==> config.mk <==
export PLATFORM = sky130hd
export DESIGN_NAME = uart_rx_line_ctrl
export DESIGN_NICKNAME = d
export VERILOG_FILES = /design/src/rtl/uart_pkg.sv /design/src/rtl/uart_line_buf.sv /design/src/rtl/uart_rx_line_ctrl.sv
export SDC_FILE = /design/constraint.sdc
export NUM_CORES = 1
export LEC_CHECK = 0
export ABC_AREA = 1
export BUFFER_PORTS_ARGS = -buffer_cell sky130_fd_sc_hd__buf_2
export CAP_MARGIN = 20
export CORE_ASPECT_RATIO = 1.5
export CORE_MARGIN = 2
export CORE_UTILIZATION = 55
export DETAILED_ROUTE_END_ITERATION = 12
export GPL_TIMING_DRIVEN = 0
export HOLD_SLACK_MARGIN = 0.15
export PLACE_DENSITY = 0.74
export SLEW_MARGIN = 40
export SYNTH_ARGS = -nofsm -noshare
export SYNTH_HDL_FRONTEND = slang
export SYNTH_SLANG_ARGS = --single-unit
==> constraint.sdc <==
create_clock -name clk -period 2.65 [get_ports clk]
set_clock_uncertainty 0.1 [all_clocks]
set_input_delay 0.1325 -clock clk [delete_from_list [all_inputs] [get_ports clk]]
set_output_delay 0.1325 -clock clk [all_outputs]
set_load 0.005 [all_outputs]
==> src/rtl/uart_pkg.sv <==
// Shared UART definitions: ASCII control codes and the receive-line states,
// used by the RX line controller, the TX path and the command decoder.
package uart_pkg;

   localparam logic [7:0] ASCII_CR = 8'h0D;
   localparam logic [7:0] ASCII_LF = 8'h0A;
   localparam logic [7:0] ASCII_BS = 8'h08;

   typedef enum logic [1:0] {
      ST_COLLECT = 2'd0,
      ST_HOLD    = 2'd1,
      ST_DISCARD = 2'd2
   } line_state_e;

endpackage

==> src/rtl/uart_line_buf.sv <==
// Line buffer: DEPTH x 8 register file, synchronous write, combinational read.
module uart_line_buf #(
   parameter int DEPTH = 16,
   parameter int AW    = $clog2(DEPTH)
) (
   input  logic          clk,
   input  logic          we,
   input  logic [AW-1:0] waddr,
   input  logic [7:0]    wdata,
   input  logic [AW-1:0] raddr,
   output logic [7:0]    rdata
);

   logic [7:0] mem_q [DEPTH];

   // NOTE: storage has no reset; the valid length lives in the controller,
   // and leaving the array unreset lets it map onto plain registers or LUT RAM.
   always_ff @(posedge clk) begin
      if (we) begin
         mem_q[waddr] <= wdata;
      end
   end

   assign rdata = mem_q[raddr];

endmodule

==> src/rtl/uart_rx_line_ctrl.sv <==
// UART RX line assembler: collects bytes into a command line with BS, CR/LF,
// overflow and timeout handling. Define RX_LINE_CTRL_UPCASE_EN to fold a-z to A-Z.
module uart_rx_line_ctrl
   import uart_pkg::*;
#(
   parameter int MAX_LEN       = 16,
   parameter int LEN_W         = $clog2(MAX_LEN + 1),
   parameter int TIMEOUT_TICKS = 640
) (
   input  logic                       clk,
   input  logic                       rstn,
   input  logic [7:0]                 d_rx,
   input  logic                       vld_rx,
   output logic                       rdy_rx,
   output logic                       line_vld,
   output logic [LEN_W-1:0]           line_len,
   input  logic                       line_ack,
   input  logic [$clog2(MAX_LEN)-1:0] buf_raddr,
   output logic [7:0]                 buf_rdata,
   output logic                       err_ovf,
   output logic                       err_tmo
);

   localparam int                 AW        = $clog2(MAX_LEN);
   localparam int                 IDLE_W    = $clog2(TIMEOUT_TICKS);
   localparam logic [LEN_W-1:0]   LEN_MAX   = LEN_W'(MAX_LEN);
   localparam logic [LEN_W-1:0]   LEN_ONE   = LEN_W'(1);
   localparam logic [IDLE_W-1:0]  IDLE_ONE  = IDLE_W'(1);
   localparam logic [IDLE_W-1:0]  IDLE_LAST = IDLE_W'(TIMEOUT_TICKS - 1);

   line_state_e       state_q, state_d;
   logic [LEN_W-1:0]  len_q, len_d;
   logic [LEN_W-1:0]  line_len_q, line_len_d;
   logic [IDLE_W-1:0] idle_q, idle_d;
   logic              line_vld_q, line_vld_d;
   logic              err_ovf_q, err_ovf_d;
   logic              err_tmo_q, err_tmo_d;
   logic              vld_q;
   logic              accept, is_term, buf_we;
   logic [7:0]        wdata;

   // One byte per vld_rx assertion: only the rising edge of vld_rx is taken.
   assign accept  = vld_rx & ~vld_q & rdy_rx;
   assign is_term = (d_rx == ASCII_CR) || (d_rx == ASCII_LF);

`ifdef RX_LINE_CTRL_UPCASE_EN
   assign wdata = (d_rx >= 8'h61 && d_rx <= 8'h7A) ? d_rx - 8'h20 : d_rx;
`else
   assign wdata = d_rx;
`endif

   // NOTE: every output of this block gets a default first, so no path
   // leaves a variable unassigned and no latch is inferred.
   always_comb begin
      state_d    = state_q;
      len_d      = len_q;
      idle_d     = idle_q;
      line_vld_d = line_vld_q;
      line_len_d = line_len_q;
      err_ovf_d  = 1'b0;
      err_tmo_d  = 1'b0;
      buf_we     = 1'b0;
      unique case (state_q)
         ST_COLLECT: begin
            if (accept) begin
               idle_d = '0;
               if (is_term) begin
                  if (len_q != '0) begin
                     line_len_d = len_q;
                     line_vld_d = 1'b1;
                     state_d    = ST_HOLD;
                  end
               end else if (d_rx == ASCII_BS) begin
                  if (len_q != '0) len_d = len_q - LEN_ONE;
               end else if (len_q != LEN_MAX) begin
                  buf_we = 1'b1;
                  len_d  = len_q + LEN_ONE;
               end else begin
                  err_ovf_d = 1'b1;
                  len_d     = '0;
                  state_d   = ST_DISCARD;
               end
            end else if (len_q == '0) begin
               idle_d = '0;
            end else if (idle_q == IDLE_LAST) begin
               err_tmo_d = 1'b1;
               len_d     = '0;
               idle_d    = '0;
            end else begin
               idle_d = idle_q + IDLE_ONE;
            end
         end
         ST_HOLD: begin
            idle_d = '0;
            if (line_ack) begin
               line_vld_d = 1'b0;
               len_d      = '0;
               state_d    = ST_COLLECT;
            end
         end
         ST_DISCARD: begin
            // The idle counter doubles as a silent escape from discarding.
            if (accept) begin
               idle_d = '0;
               if (is_term) state_d = ST_COLLECT;
            end else if (idle_q == IDLE_LAST) begin
               idle_d  = '0;
               state_d = ST_COLLECT;
            end else begin
               idle_d = idle_q + IDLE_ONE;
            end
         end
         default: state_d = ST_COLLECT;
      endcase
   end

   // NOTE: sequential state uses non-blocking assignments only, so every flop
   // samples the pre-edge value regardless of block ordering.
   always_ff @(posedge clk or negedge rstn) begin
      if (!rstn) begin
         state_q    <= ST_COLLECT;
         len_q      <= '0;
         idle_q     <= '0;
         vld_q      <= 1'b0;
         line_vld_q <= 1'b0;
         line_len_q <= '0;
         err_ovf_q  <= 1'b0;
         err_tmo_q  <= 1'b0;
      end else begin
         state_q    <= state_d;
         len_q      <= len_d;
         idle_q     <= idle_d;
         vld_q      <= vld_rx;
         line_vld_q <= line_vld_d;
         line_len_q <= line_len_d;
         err_ovf_q  <= err_ovf_d;
         err_tmo_q  <= err_tmo_d;
      end
   end

   uart_line_buf #(
      .DEPTH (MAX_LEN),
      .AW    (AW)
   ) u_line_buf (
      .clk   (clk),
      .we    (buf_we),
      .waddr (len_q[AW-1:0]),
      .wdata (wdata),
      .raddr (buf_raddr),
      .rdata (buf_rdata)
   );

   assign rdy_rx   = (state_q != ST_HOLD);
   assign line_vld = line_vld_q;
   assign line_len = line_len_q;
   assign err_ovf  = err_ovf_q;
   assign err_tmo  = err_tmo_q;

endmodule

==> results of run 1 <==
## metal layers
layer  track usage [%]  wire (um)  vias to the layer above
li1                  -          -                     2308
met1             29.46       6004                     2292
met2             44.41       8837                      212
met3             5.773        981                       65
met4             18.61       1130                        0
met5                 0          0                        -
## report_power, final
part	internal [mW]	switching, mW	total (mW)
Combinational	0.288	0.608	0.896
Clock	1.68	0.976	2.66
Sequential	2.70	0.0436	2.74
Total	4.67	1.63	6.30
## layout by cell type (no fill, tap or decap), types with 2 or more instances in the layout
master	instances
inv_1	26
clkinv_4	2
bufinv_16	5
o21ai_0	69
dfrtp_1	26
buf_6	4
nor2_1	114
nand3_2	5
nand4_1	8
dlygate4sd3_1	13
edfxtp_1	128
nor3_2	6
nand2_4	4
nor3_1	3
clkinvlp_4	3
clkbuf_2	2
xor2_1	6
nor2_4	7
inv_6	6
buf_2	36
o21ai_1	13
ha_1	10
clkbuf_1	11
o211ai_1	32
nand2_2	7
nor2_2	18
inv_2	6
buf_4	4
clkbuf_16	17
nand2_1	61
nand3_1	28
a21oi_1	2
xnor2_1	2
nor2_8	2
## kinds of logic after synthesis
group / after synthesis / synth area share, %
buf+inv: 63 / 4.412
simple gates: 266 / 18.59
xor+xnor: 8 / 0.9963
flops: 154 / 63.90
fa+ha+maj: 10 / 1.779
compound gates: 121 / 10.18
mux: 1 / 0.1423
## metrics by stage
step                hold slack, ns  cells  cell area (um2)  worst slack [ns]
finish                      0.3023    853             8188           0.08587
global route                0.2877    853             8188          -0.08023
global placement           0.04726    808             7373           -0.2538
floorplan                  -0.2631    623             7033            0.3378
CTS                         0.2815    853             8173          0.009042
detailed placement         0.06562    808             7388          -0.03805
## area by class of cell
class	count	area [um2]	share of cell area (%)
plain buffers	26	153.9	1.880
clock buffers	19	432.9	5.287
clock inverters	13	216.5	2.644
inverters	37	156.4	1.910
multi-input cells	406	2263	27.64
flip-flops and latches	154	4494	54.89
well taps	156	195.2	2.384
repair buffers	42	275.3	3.362
## worst max-delay path: cells and delay by family, from the launching register on
kind | cells | cell delay [ns]
adder cells (fa/ha/maj) | 1 | 0.24
AND/OR/NAND/NOR | 6 | 1.22
buffers and inverters | 2 | 0.19
flip-flops | 1 | 0.43
## flip-flops by register name, indices dropped and copies added, names as in the netlist
signal,cells
u_line_buf.mem_q,128
idle_q,10
len_q,5
line_len,5
state_q,2
err_ovf,1
err_tmo,1
line_vld,1
vld_q,1
## path summary, 6_finish.rpt
path	startpoint	to	slack, ns	cells past startpoint
max	state_q[1]	u_line_buf.mem_q[2][1]	0.09	9
min	vld_rx	vld_q	0.30	2
max reg2reg	state_q[1]	u_line_buf.mem_q[2][1]	0.09	9
min reg2reg	line_len[1]	line_len[1]	0.40	2
max in group asynchronous	rstn	line_len[3]	0.64	4
min in group asynchronous	rstn	line_len[2]	0.63	3
## repair_timing
item	4_1_cts	5_1_grt
setup endpoints to repair	16	72
hold buffers	13	0
resized for setup	2	6
hold endpoints to repair	164	0
==> run metrics, run 1 <==
initial DRC count 418; Setup Fix Bufs, Post-CTS 0; fin. max-slew vios 0; vias per cell 5.717; Clock Sinks ~150; dpl hpwl about 12 mm; most instantiated cells after synthesis 128 x edfxtp_1, 122 x nor2_1, 69 x o21ai_0; Post-Route WL between 15 and 20 mm; sequential fraction of the synthesis area approximately 64%; Synth top area share 54.65%; Post-Synthesis Cells between 600 and 700; Final GP Congestion 1.149; Crit. End Element flip-flop; status completed; core region area 12510 um2; headroom to the max-slew limit a little under half; clock root buffer clkbuf_16; Synth area leaders edfxtp_1 55%, dfrtp_1 9.3%, nor2_1 6.5%, o21ai_0 4.9%, o211ai_1 3.4%; Fmax achieved between 300 and 400 MHz; final net count 710; row count 50; Top Ports 33; worst path required time 2.60 ns; Synthesized Nets around 650; share of cells above drive strength 1 between 20% and 30%; count leader, synth edfxtp_1; GRT Resource Usage Total about a quarter; synthesis-to-layout area growth 16.42%; critical-path cell list inv_1, ha_1, nor2_2, nand2_4, clkinv_4, nand3_2, nor2_4, nand2_1, nor2_1; Worst Path Max Fanout 8; Arr. time, crit path between 2 and 3 ns; DIE AREA about 14000 um2; H-tree depth 4; Fin. Hold Viols 0; Core Util, Final about two thirds; DRC Markers 0; Max Cap Violations 0; syn_area_per_cell approximately 11 um2; antenna violations before repair 0; setup TNS 0 ns; Min-Delay Path Class in -> reg; Synth area leader edfxtp_1; TritonCTS Buffers 17; CTS Buffer Depth 2; worst skew pair latency 0.42 ns; unrepaired setup endpoints after global routing yes; total global routing overflow 0; P per Cell Area about 770 nW/um2; TritonRoute pass-1 iters 5; drt wl/cell 19.88 um; CP max stage cell nor2_1; I/O Buffers 29; Leak Pwr ~3.0 nW; post-route ant nets 0; n_diodes 0; worst vdd ir about 0.54 mV; die height between 100 and 150 um; Crit path largest cell delay roughly 0.57 ns; chip width 96.33 um; CTS clk-pin slew, worst paths 0.06 ns; Crit Path Class reg -> reg; CTS tree built; synth warn 0; ys flop type edfxtp_1; vias 4877; number of synthesized flops with an enable pin 128; largest net degree at the start of global routing 20; CP Launch Type flip-flop; first-pass GRT wire length 26.47 mm; synthesized area about 7000 um2; Yosys reg bits ~150; worst-margin pin slew about 0.78 ns; # fillers about 930; Final Setup Violations 0; Async SR Flop Fraction between 10% and 20%; Starting Density between 50% and 60%; vias in the first global route about 5000; post-synth cell types between 40 and 50; Pwr Total between 6 and 7 mW; crit share post-route between 90% and 100%; minimum clock period roughly 2.6 ns
Power figures use the tool's default switching activity.
==> run 2: changes to the inputs <==
==> constraint.sdc (replaced) <==
create_clock -name clk -period 3.2 [get_ports clk]
set_clock_uncertainty 0.1 [all_clocks]
set_input_delay 0.16 -clock clk [delete_from_list [all_inputs] [get_ports clk]]
set_output_delay 0.16 -clock clk [all_outputs]
set_load 0.005 [all_outputs]
==> run 2 against run 1 <==
  * Global-route usage decreased by 0.083 points
  * Clock power decreased by 17%
  * Maximum frequency decreased by 5.6%
  * Final area decreased by 0.49%
  * Worst hold slack got worse by 0.13 ns
  * Count of clock-buffer cells in the layout unchanged
  * First-iteration DRC count decreased by 22%
  * Power decreased by 17%
  * Final cell count decreased by 0.23%
  * Critical path depth unchanged
  * Sequential power decreased by 17%
  * Largest cell class unchanged
==> run metrics, run 2 (synthesis results as in run 1) <==
clock root buffer clkbuf_16; GRT Resource Usage Total 26.49%; total global routing overflow 0; Clock Sinks ~150; dpl hpwl 11.87 mm; setup TNS 0 ns; DIE AREA around 14000 um2; max reg flops 128; TritonRoute pass-1 iters 5; # fillers between 900 and 1000; post-route ant nets 0; worst skew pair latency 0.42 ns; worst r2r src state_q[1]; headroom to the max-slew limit a little over two fifths; Crit path largest cell delay approximately 0.69 ns; crit share post-route 84.84%; initial DRC count roughly 330; CP max stage cell nor2_1; row count 50; Starting Density between 50 and 60%; unrepaired setup endpoints after global routing no; Final GP Congestion around 1.1; P per Cell Area around 640 nW/um2; vias in the first global route ~5000; buffer and inverter count on the worst path 2; vias slightly below 5000; Crit Path Class reg -> reg; Biggest register u_line_buf.mem_q; chip width between 90 and 100 um; largest net degree at the start of global routing 27; synthesis-to-layout area growth 15.85%; Leak Pwr a little over 3 nW; Setup Fix Bufs, Post-CTS 0; Finished Cell Area approximately 8100 um2; critical-path cell list inv_1, ha_1, nor2_2, nand2_4, clkinv_4, nand3_2, nor2_4, nand2_1, nor2_1; worst vdd ir approximately 0.45 mV; Final Setup Violations 0; biggest regs u_line_buf.mem_q (128), idle_q (10); fin. max-slew vios 0; CP Launch Type flip-flop; CTS tree built; I/O Buffers 29; Crit. End Element flip-flop; final hold slack 0.1771 ns; most frequent cells in the layout 128 x edfxtp_1, 122 x nor2_1, 69 x o21ai_0, 61 x nand2_1, 36 x buf_2; Max Cap Violations 0; Fmax achieved 368.3 MHz; Arr. time, crit path 2.66 ns; final net count slightly above 700; Pwr Total between 5 and 6 mW; CTS clk-pin slew, worst paths about 0.06 ns; Worst R2R Path Depth 9; commonest non-fill, non-tap cell in the layout edfxtp_1; drt wl/cell 19.74 um; Min-Delay Path Class in -> async; status completed; worst r2r dst u_line_buf.mem_q[1][4]; worst path required time ~3.2 ns; H-tree depth 4; minimum clock period approximately 2.7 ns; vias per cell 5.746; DRC Markers 0; worst-margin pin slew ~0.85 ns; share of cells above drive strength 1 19.14%; Post-Route WL 16.80 mm; core region area roughly 13000 um2; die height 142.5 um; Crit path max-delay family simple AND/OR/NAND/NOR gates; Worst Path Max Fanout 8; CTS Buffer Depth 2; antenna violations before repair 0; n_diodes 0; Top Ports 33; placed cell area approximately 7400 um2; Fin. Hold Viols 0; first-pass GRT wire length about 26 mm; R2R Setup Slk between 0.4 and 0.5 ns; TritonCTS Buffers 17
[run 2: area by class of cell]
type / count / area (um2) / area share [%]
flip-flops and latches: 154 / 4494 / 55.16
well taps: 156 / 195.2 / 2.396
inverters: 37 / 156.4 / 1.920
plain buffers: 26 / 153.9 / 1.889
clock inverters: 13 / 216.5 / 2.657
multi-input cells: 406 / 2243 / 27.53
clock buffers: 19 / 432.9 / 5.313
repair buffers: 40 / 255.2 / 3.133
[run 2: per-layer routing]
metal / vias up / share of wire, % / track usage (%)
met3: 70 / 6.1 / 5.773
met2: 231 / 52 / 44.23
met4: 0 / 7.1 / 18.61
met1: 2284 / 35 / 29.37
li1: 2305 / - / -
met5: - / 0 / 0
[run 2: metrics by stage]
step,cells,setup WS [ns],utilization (%)
2_1_floorplan,623,0.8878,-
3_3_place_gp,808,0.2962,58.93
3_5_place_dp,808,0.5119,59.05
4_1_cts,851,0.4874,65.12
5_1_grt,851,0.3725,65.12
6_report,851,0.4850,65.12
[run 2: timing repair]
action | in CTS | in global routing
endpoints found under the hold margin | 163 | 0
hold buffers | 11 | 0
gates resized for setup | 0 | 0
[run 2: where the power goes]
part	switching (mW)	leakage [nW]	internal, mW
Clock	0.805	0.305	1.39
Sequential	0.0359	1.51	2.24
Combinational	0.496	1.21	0.236
Total	1.34	3.02	3.87
[run 2: worst max-delay path by stage]
stage / start / end / cells past startpoint
after detailed placement: state_q[1] / u_line_buf.mem_q[1][7] / 9
final: state_q[1] / u_line_buf.mem_q[1][4] / 9
after global placement: len_q[0] / u_line_buf.mem_q[3][7] / 7
after global routing: len_q[0] / u_line_buf.mem_q[1][6] / 7
after CTS: state_q[1] / u_line_buf.mem_q[1][4] / 9
after floorplan: state_q[1] / u_line_buf.mem_q[7][0] / 9
